File: config.mk
export PLATFORM = sky130hd
export DESIGN_NAME = pc_fetch_unit
export DESIGN_NICKNAME = d
export VERILOG_FILES = /design/src/rtl/musa_pkg.sv /design/src/rtl/PCAdder.sv /design/src/rtl/pc_fetch_unit.sv
export SDC_FILE = /design/constraint.sdc
export NUM_CORES = 1
export LEC_CHECK = 0
export BUFFER_PORTS_ARGS = -buffer_cell sky130_fd_sc_hd__buf_2
export CORE_MARGIN = 5
export CORE_UTILIZATION = 48
export DETAILED_ROUTE_END_ITERATION = 16
export GPL_TIMING_DRIVEN = 0
export PLACE_DENSITY = 0.84
export SETUP_SLACK_MARGIN = 0.15
export SLEW_MARGIN = 10
export SYNTH_ARGS = -nofsm -noshare
export SYNTH_HDL_FRONTEND = slang
export SYNTH_SLANG_ARGS = --single-unit
File: constraint.sdc
create_clock -name clock -period 3.2 [get_ports clock]
set_input_delay 0.32 -clock clock [delete_from_list [all_inputs] [get_ports clock]]
set_output_delay 0.32 -clock clock [all_outputs]
set_load 0.01 [all_outputs]
File: src/rtl/musa_pkg.sv
// Shared core definitions: fetch state encoding and the reset fetch address.
package musa_pkg;

    typedef enum logic [1:0] {
        IDLE  = 2'd0,
        FETCH = 2'd1,
        HOLD  = 2'd2
    } fetch_state_t;

    localparam logic [31:0] DEFAULT_RESET_PC = 32'h0000_0000;

endpackage

File: src/rtl/PCAdder.sv
// Sequential-PC incrementer: next instruction address, wrapping modulo 2^32.
module PCAdder (
    input  logic [31:0] pcOld,
    output logic [31:0] pcNew
);

    assign pcNew = pcOld + 32'd4;

endmodule

File: src/rtl/pc_fetch_unit.sv
// Instruction fetch stage: owns the PC, issues imem reads and registers the
// fetched word plus its PC+4 for decode, with branch/jump redirection.
module pc_fetch_unit
    import musa_pkg::*;
#(
    parameter logic [31:0] RESET_PC = DEFAULT_RESET_PC
) (
    input  logic        clock,
    input  logic        reset,
    input  logic        stall,
    input  logic        branchTaken,
    input  logic [31:0] branchTarget,
    input  logic        jump,
    input  logic [31:0] jumpTarget,
    output logic        imemReq,
    output logic [31:0] imemAddr,
    input  logic        imemAck,
    input  logic [31:0] imemData,
    output logic [31:0] instrOut,
    output logic [31:0] pcOut,
    output logic        instrValid
);

    fetch_state_t state, state_next;
    logic [31:0]  pc, pc_plus4, redirect_pc;
    logic         redirect, capture, consume;

    PCAdder u_pc_adder (
        .pcOld (pc),
        .pcNew (pc_plus4)
    );

    assign imemAddr = pc;

    always_comb begin
        redirect    = branchTaken | jump;
        // Branch wins over jump; targets are forced word-aligned.
        redirect_pc = (branchTaken ? branchTarget : jumpTarget) & ~32'h0000_0003;
        consume     = instrValid && !stall;
        imemReq     = (state == FETCH) && !(instrValid && stall) && !redirect;
        capture     = imemReq && imemAck;

        state_next = state;
        if (redirect) begin
            state_next = FETCH;
        end else begin
            case (state)
                IDLE:    state_next = FETCH;
                FETCH:   if (capture && stall) state_next = HOLD;
                HOLD:    if (consume) state_next = FETCH;
                default: state_next = IDLE;
            endcase
        end
    end

    always_ff @(posedge clock or posedge reset) begin
        if (reset) state <= IDLE;
        else       state <= state_next;
    end

    always_ff @(posedge clock or posedge reset) begin
        if (reset) begin
            pc         <= RESET_PC;
            instrOut   <= '0;
            pcOut      <= '0;
            instrValid <= 1'b0;
        end else if (redirect) begin
            pc         <= redirect_pc;
            instrValid <= 1'b0;
        end else if (capture) begin
            instrOut   <= imemData;
            pcOut      <= pc_plus4;
            pc         <= pc_plus4;
            instrValid <= 1'b1;
        end else if (consume) begin
            instrValid <= 1'b0;
        end
    end

endmodule

==> impl_metrics.json, run 1 <==
{
  "status": "complete, no violations",
  "final_cell_count_no_fill": 825,
  "place_congestion": 0.8311,
  "chipWidth_um": 110.3,
  "cp-start-kind": "flip-flop",
  "synth_area_per_cell_um2": 10.02,
  "clk_latency_ns": 0.38,
  "max_slew_margin_pct": 53.38,
  "worst-endpoint-required_ns": 3.45,
  "die_h_um": 110.3,
  "achievable-frequency_mhz": 435.8,
  "cts_tree": "yes",
  "maximum_number_of_pins_on_one_net_before_global_route_repair": 57,
  "fp.coreArea_um2": 9774,
  "nets": 791,
  "grt_pass1_wl_um": 23240,
  "placement_rows": 36,
  "via_count_of_the_first_global_routing_pass": 4530,
  "postSynth.asyncResetShare_pct": 100.0,
  "path_clk_slew_ns": 0.09,
  "crit_path_end_kind": "flip-flop",
  "critPathKind": "flip-flop to flip-flop",
  "cellLeakagePower_nw": 2.868,
  "cts_setup_buffers": 0,
  "final_layout_size_suffix_gt1_share_pct": 38.73,
  "synth_cells": 482,
  "grt_use_total_pct": 25.19,
  "synth_edf_count": 0,
  "max_transition_viols_final": 0,
  "fin_crit_sh_pct": 71.70,
  "effective_utilization_at_floorplan_pct": 49.41,
  "max_stage_delay_ns": 0.45,
  "antenna_violating_nets_post_route": 0,
  "die_area_um2": 12170,
  "r2r_setup_slack_ns": 0.91,
  "clock_buffer_depth": 2,
  "post-route-min-period_ns": 2.295,
  "cts.root.buffer_cell": "sky130_fd_sc_hd__clkbuf_8",
  "synthMostInstantiatedCell": "sky130_fd_sc_hd__dfrtp_1",
  "global_route.overflow_total": 0,
  "rsz0062_at_grt": "false",
  "worstHoldPathCells": 3,
  "h_tree_level_count": 3,
  "synth_commonest_cells": "95 x sky130_fd_sc_hd__dfrtp_1, 47 x sky130_fd_sc_hd__nand2_1, 42 x sky130_fd_sc_hd__o21ai_0",
  "areaGrowthSynthToFinish_pct": 28.60,
  "critical_path.slowest_cell": "sky130_fd_sc_hd__dfrtp_1",
  "critical_path.cell_chain": "ha_1, nand4_1, or3_1, buf_6, or3_1, xor2_1, o21ai_2",
  "num_vias": 4578,
  "synthFlopType": "sky130_fd_sc_hd__dfrtp_1",
  "syn-cell-area_um2": 4830,
  "avgRoutedWirePerCell_um": 18.47,
  "fillerInstances": 842,
  "buffer_ports.inserted": 190,
  "pin_count": 200,
  "tns_ns": 0,
  "cts_made_buffers": 9,
  "worst_ir_drop_vdd_mv": 0.2261,
  "postCtsResizedCells": 0,
  "synthDominantAreaCellType": "sky130_fd_sc_hd__dfrtp_1",
  "top_cells_by_area_in_the_synthesized_netlist": "sky130_fd_sc_hd__dfrtp_1 49%, sky130_fd_sc_hd__mux2_2 7.7%, sky130_fd_sc_hd__xor2_1 5.1%",
  "area_of_combinational_cells_with_multiple_inputs_um2": 2263,
  "vias_per_cell": 5.549,
  "yosys_register_bits": 95,
  "worst-endpoint-arrival_ns": 2.54,
  "synthDominantCellAreaShare_pct": 49.22,
  "synth.yosys.seq_area_share_pct": 49.22,
  "finalSetupViolations": 0,
  "power.density_cell_area_nw_per_um2": 548.2,
  "antenna_diode_count": 0,
  "skew_ns": 0.01146,
  "cts_num_sinks": 95,
  "drt_first_iter_violations": 389,
  "crit_path_max_fanout": 8,
  "drt-pass1-iter-count": 5,
  "reg2reg_depth": 7,
  "dp_hpwl_um": 11700,
  "crit_top_cell": "sky130_fd_sc_hd__or3_1",
  "dpl-instance-area_um2": 5988,
  "fin_worst_hold_slack_ns": 0.1670,
  "netlist-cell-type-count": 47,
  "drt_wl_total_um": 15230,
  "hold_path_class": "input pin to flip-flop",
  "dp.cells": 809,
  "grt_antenna_before_repair": 0,
  "remaining_drc_errors": 0,
  "drv_cap": 0,
  "final_hold_vios": 0,
  "post-route-cell-area_um2": 6211,
  "seq_area_um2": 2377,
  "tightestPinTransition_ns": 0.6967,
  "synth.yosys.warnings": 0
}
worst paths after layout:
path                                 start      endpoint
min in group asynchronous            reset  instrOut[11]
hold reg to reg                   pcOut[2]      pcOut[2]
setup / recovery               imemAddr[2]     pcOut[22]
hold / removal             branchTarget[2]   imemAddr[2]
max in group asynchronous            reset     pcOut[14]
setup reg to reg               imemAddr[2]     pcOut[22]
state kept, by name, indices dropped and copies added, names as in the netlist:
signal	count
imemAddr	30
instrOut	32
instrValid	1
pcOut	30
state	2
routing by layer:
layer / wire length, µm / track usage [%] / vias up
li1: - / - / 2128
met1: 6072 / 31.41 / 2199
met2: 7419 / 43.41 / 228
met3: 1468 / 5.475 / 23
met4: 274 / 8.443 / 0
met5: 0 / 0 / -
critical path, delay by kind of cell, from the launching register on:
family          cells  cell delay (ns)
fa+ha+maj           1             0.30
xor+xnor            1             0.17
buf+inv             1             0.15
compound gates      1             0.06
simple gates        3             1.03
flops               1             0.45
per-stage QoR:
stage	worst slack (ns)	power, mW	utilization [%]
after floorplan	0.4030	2.105	-
after global placement	-0.5483	2.509	60.96
after detailed placement	0.5857	2.557	61.26
after CTS	0.9052	3.418	63.54
after global routing	0.7359	3.591	63.54
final	0.9055	3.405	63.54
where the power goes:
part	leakage [nW]	switching, mW	internal [mW]	total (mW)
Sequential	1.13	0.162	1.42	1.59
Combinational	1.64	0.526	0.418	0.944
Clock	0.103	0.417	0.458	0.875
cell type report:
type	count	area share, %
multi-input cells	347	36.44
well taps	133	2.679
clock inverters	3	1.088
plain buffers	37	2.861
repair buffers	192	15.91
inverters	6	0.4029
flip-flops and latches	95	38.28
clock buffers	12	2.337
cell families after synthesis:
| kind of cell | count (synthesis) | share of synthesized area [%] |
|---|---|---|
| AO/OA/AOI/OAI | 117 | 14.12 |
| buffers and inverters | 43 | 4.145 |
| multiplexers | 35 | 8.109 |
| AND/OR/NAND/NOR | 149 | 16.63 |
| other | 1 | 0.07765 |
| flip-flops | 95 | 49.22 |
| XOR/XNOR | 41 | 7.435 |
| adder cells (fa/ha/maj) | 1 | 0.2590 |
repair_timing:
action | CTS | global route
hold endpoints to repair | 16 | 0
hold buffers | 1 | 0
setup endpoints to repair | 0 | 0
placed cells by master, fill, tap and decap left out, types with 12 or more instances in the layout:
cell type,instances
sky130_fd_sc_hd__nor2_1,22
sky130_fd_sc_hd__a22oi_1,13
sky130_fd_sc_hd__o22ai_1,13
sky130_fd_sc_hd__o21ai_1,21
sky130_fd_sc_hd__dfrtp_1,95
sky130_fd_sc_hd__clkbuf_1,22
sky130_fd_sc_hd__nand3_1,19
sky130_fd_sc_hd__buf_2,200
sky130_fd_sc_hd__nand4_1,17
sky130_fd_sc_hd__nand2_1,47
sky130_fd_sc_hd__o21ai_0,42
sky130_fd_sc_hd__xnor2_1,13
sky130_fd_sc_hd__xor2_1,28
sky130_fd_sc_hd__a21oi_1,12
sky130_fd_sc_hd__mux2_2,33
Note: power is estimated with default switching activity, not from simulation.
==> run 2, diff against run 1 <==
--- a/config.mk
+++ b/config.mk
@@ -5,6 +5,7 @@
 export SDC_FILE = /design/constraint.sdc
 export NUM_CORES = 1
 export LEC_CHECK = 0
+export ABC_AREA = 1
 export BUFFER_PORTS_ARGS = -buffer_cell sky130_fd_sc_hd__buf_2
 export CORE_MARGIN = 5
 export CORE_UTILIZATION = 48
==> constraint.sdc (replaced) <==
create_clock -name clock -period 2.3 [get_ports clock]
set_input_delay 0.23 -clock clock [delete_from_list [all_inputs] [get_ports clock]]
set_output_delay 0.23 -clock clock [all_outputs]
set_load 0.01 [all_outputs]
==> impl_metrics.json, run 2 <==
{
  "status": "complete, no violations",
  "synthDominantAreaCellType": "sky130_fd_sc_hd__dfrtp_1",
  "buffer_ports.inserted": 190,
  "maximum_number_of_pins_on_one_net_before_global_route_repair": 34,
  "power.density_cell_area_nw_per_um2": 742.3,
  "final_common_cell": "sky130_fd_sc_hd__nand2_1",
  "synth.yosys.seq_area_share_pct": 50.56,
  "chipWidth_um": 109.0,
  "synthMostInstantiatedCell": "sky130_fd_sc_hd__nand2_1",
  "cts_tree": "yes",
  "reg2reg_depth": 10,
  "synth_edf_count": 0,
  "postSynth.asyncResetShare_pct": 100.0,
  "synthFlopType": "sky130_fd_sc_hd__dfrtp_1",
  "placement_rows": 36,
  "critical_path.slowest_cell": "sky130_fd_sc_hd__dfrtp_1",
  "worst-endpoint-required_ns": 2.56,
  "pin_count": 200,
  "netlist-cell-type-count": 33,
  "r2r_setup_slack_ns": 0.45,
  "synth_cells": 605,
  "avgRoutedWirePerCell_um": 14.53,
  "drv_cap": 0,
  "max_stage_delay_ns": 0.44,
  "top_register_by_number_of_flip_flops": "instrOut",
  "critical_path.cell_chain": "ha_1, nand3_2, inv_1, nand2_2, nor2_4, inv_1, nor2_1, nand3_1, nand3_1, nand2_1",
  "cts.root.buffer_cell": "sky130_fd_sc_hd__clkbuf_8",
  "timing.hold.worst_endpoint": "instrOut[15]",
  "worst_ir_drop_vdd_mv": 0.4024,
  "worst_r2r_startpoint": "imemAddr[2]",
  "rsz0062_at_grt": "false",
  "cp-start-kind": "flip-flop",
  "drt_wl_total_um": 13820,
  "tns_ns": 0,
  "fin_crit_sh_pct": 80.30,
  "dp_hpwl_um": 10710,
  "nets": 915,
  "crit_path_max_fanout": 7,
  "die_area_um2": 11880,
  "yosys_register_bits": 95,
  "place_ws_ns": 0.4745,
  "vias_per_cell": 4.983,
  "synth_area_per_cell_um2": 7.772,
  "global_route.overflow_total": 0,
  "area_of_combinational_cells_with_multiple_inputs_um2": 2018,
  "max_slew_margin_pct": 52.18,
  "die_h_um": 109.0,
  "cellLeakagePower_nw": 3.413,
  "fin_worst_hold_slack_ns": 0.05160,
  "final.setup.worst_slack_ns": 0.4531,
  "fp.coreArea_um2": 9684,
  "synthDominantCellAreaShare_pct": 50.56,
  "post-route-min-period_ns": 1.847,
  "grt_antenna_before_repair": 1,
  "r2r-end": "pcOut[24]",
  "path_clk_slew_ns": 0.10,
  "worst-endpoint-arrival_ns": 2.10,
  "final_layout_size_suffix_gt1_share_pct": 29.13,
  "place_congestion": 0.8870,
  "seq_area_um2": 2377,
  "critPathKind": "flip-flop to flip-flop",
  "h_tree_level_count": 3,
  "layout.cells.most_common_list": "261 x sky130_fd_sc_hd__nand2_1, 198 x sky130_fd_sc_hd__buf_2, 95 x sky130_fd_sc_hd__dfrtp_1",
  "timing.hold.worst.start": "imemData[15]",
  "cts_setup_buffers": 0,
  "cts_num_sinks": 95,
  "syn-cell-area_um2": 4702,
  "final_hold_vios": 0,
  "synth_commonest_cells": "261 x sky130_fd_sc_hd__nand2_1, 95 x sky130_fd_sc_hd__dfrtp_1, 44 x sky130_fd_sc_hd__inv_1",
  "achievable-frequency_mhz": 541.5,
  "largest_register_ffs": 32,
  "finalSetupViolations": 0,
  "synth.yosys.warnings": 0,
  "top_cells_by_area_in_the_synthesized_netlist": "sky130_fd_sc_hd__dfrtp_1 51%, sky130_fd_sc_hd__nand2_1 21%, sky130_fd_sc_hd__inv_1 3.5%",
  "max_transition_viols_final": 0,
  "crit_path_end_kind": "flip-flop",
  "drt-pass1-iter-count": 5,
  "grt_use_total_pct": 23.19,
  "num_vias": 4739,
  "fillerInstances": 887,
  "effective_utilization_at_floorplan_pct": 48.55,
  "via_count_of_the_first_global_routing_pass": 4551,
  "areaGrowthSynthToFinish_pct": 29.62,
  "grt_pass1_wl_um": 21580,
  "worstHoldPathCells": 3,
  "hold_path_class": "input pin to flip-flop",
  "drt_first_iter_violations": 218,
  "cts_made_buffers": 9,
  "clk_latency_ns": 0.36,
  "skew_ns": 0.01124,
  "antenna_violating_nets_post_route": 0,
  "postCtsResizedCells": 0,
  "tightestPinTransition_ns": 0.7157,
  "remaining_drc_errors": 0,
  "clock_buffer_depth": 2
}
run 2: stage by stage:
step	area (µm²)	total power, mW	utilization (%)	std cells
6_report	6095	4.524	62.93	951
5_1_grt	6095	4.790	62.93	951
4_1_cts	6092	4.562	62.91	950
3_5_place_dp	5874	3.415	60.66	933
3_3_place_gp	5834	3.374	60.25	931
2_1_floorplan	4717	2.836	-	608
run 2: kinds of logic after synthesis:
kind of cell             Yosys count  share of synthesized area, %
adder cells (fa/ha/maj)            1                        0.2661
AND/OR/NAND/NOR                  354                         30.79
buffers and inverters             72                         6.759
flip-flops                        95                         50.56
XOR/XNOR                          12                         2.235
AO/OA/AOI/OAI                     70                         9.314
other                              1                       0.07975
run 2: where the power goes:
group	internal (mW)	switching [mW]	leakage (nW)
sequential	1.97	0.216	1.16
combinational	0.498	0.694	2.15
clock	0.545	0.597	0.102
run 2: critical path: cells and delay by family (launching register included):
kind          cells  cell delay [ns]
fa+ha+maj         1             0.23
buf+inv           2             0.17
flops             1             0.44
simple gates      7             0.88
run 2: what timing repair did:
| item | in CTS | in global routing |
|---|---|---|
| hold endpoints to repair | 30 | 0 |
| setup endpoints to repair | 0 | 0 |
| hold buffers | 1 | 0 |
run 2: how the worst max path moves through the flow:
stage / slack [ns] / cells past startpoint / start / to
final: 0.45 / 10 / imemAddr[2] / pcOut[24]
after CTS: 0.47 / 10 / imemAddr[2] / imemAddr[20]
after floorplan: 0.73 / 10 / imemAddr[3] / imemAddr[24]
after detailed placement: 0.47 / 10 / imemAddr[2] / imemAddr[20]
after global routing: 0.21 / 10 / imemAddr[2] / imemAddr[20]
after global placement: 0.32 / 2 / reset / pcOut[11]
run 2: cell type report:
class                      instances  area share [%]
sequential                        95           39.01
multi-input combinational        441           33.11
timing repair buffer             193           16.42
inverter                          46           2.895
tap                              133           2.730
buffer                            26           2.381
clock buffer                      11           2.320
clock inverter                     5           1.088
antenna                            1         0.04106
run 2: layer usage:
metal  track usage [%]  share of wire (%)
met1             29.83                 42
met4             8.927                2.1
met2             38.46                 48
met5                 0                  0
met3             4.796                8.2
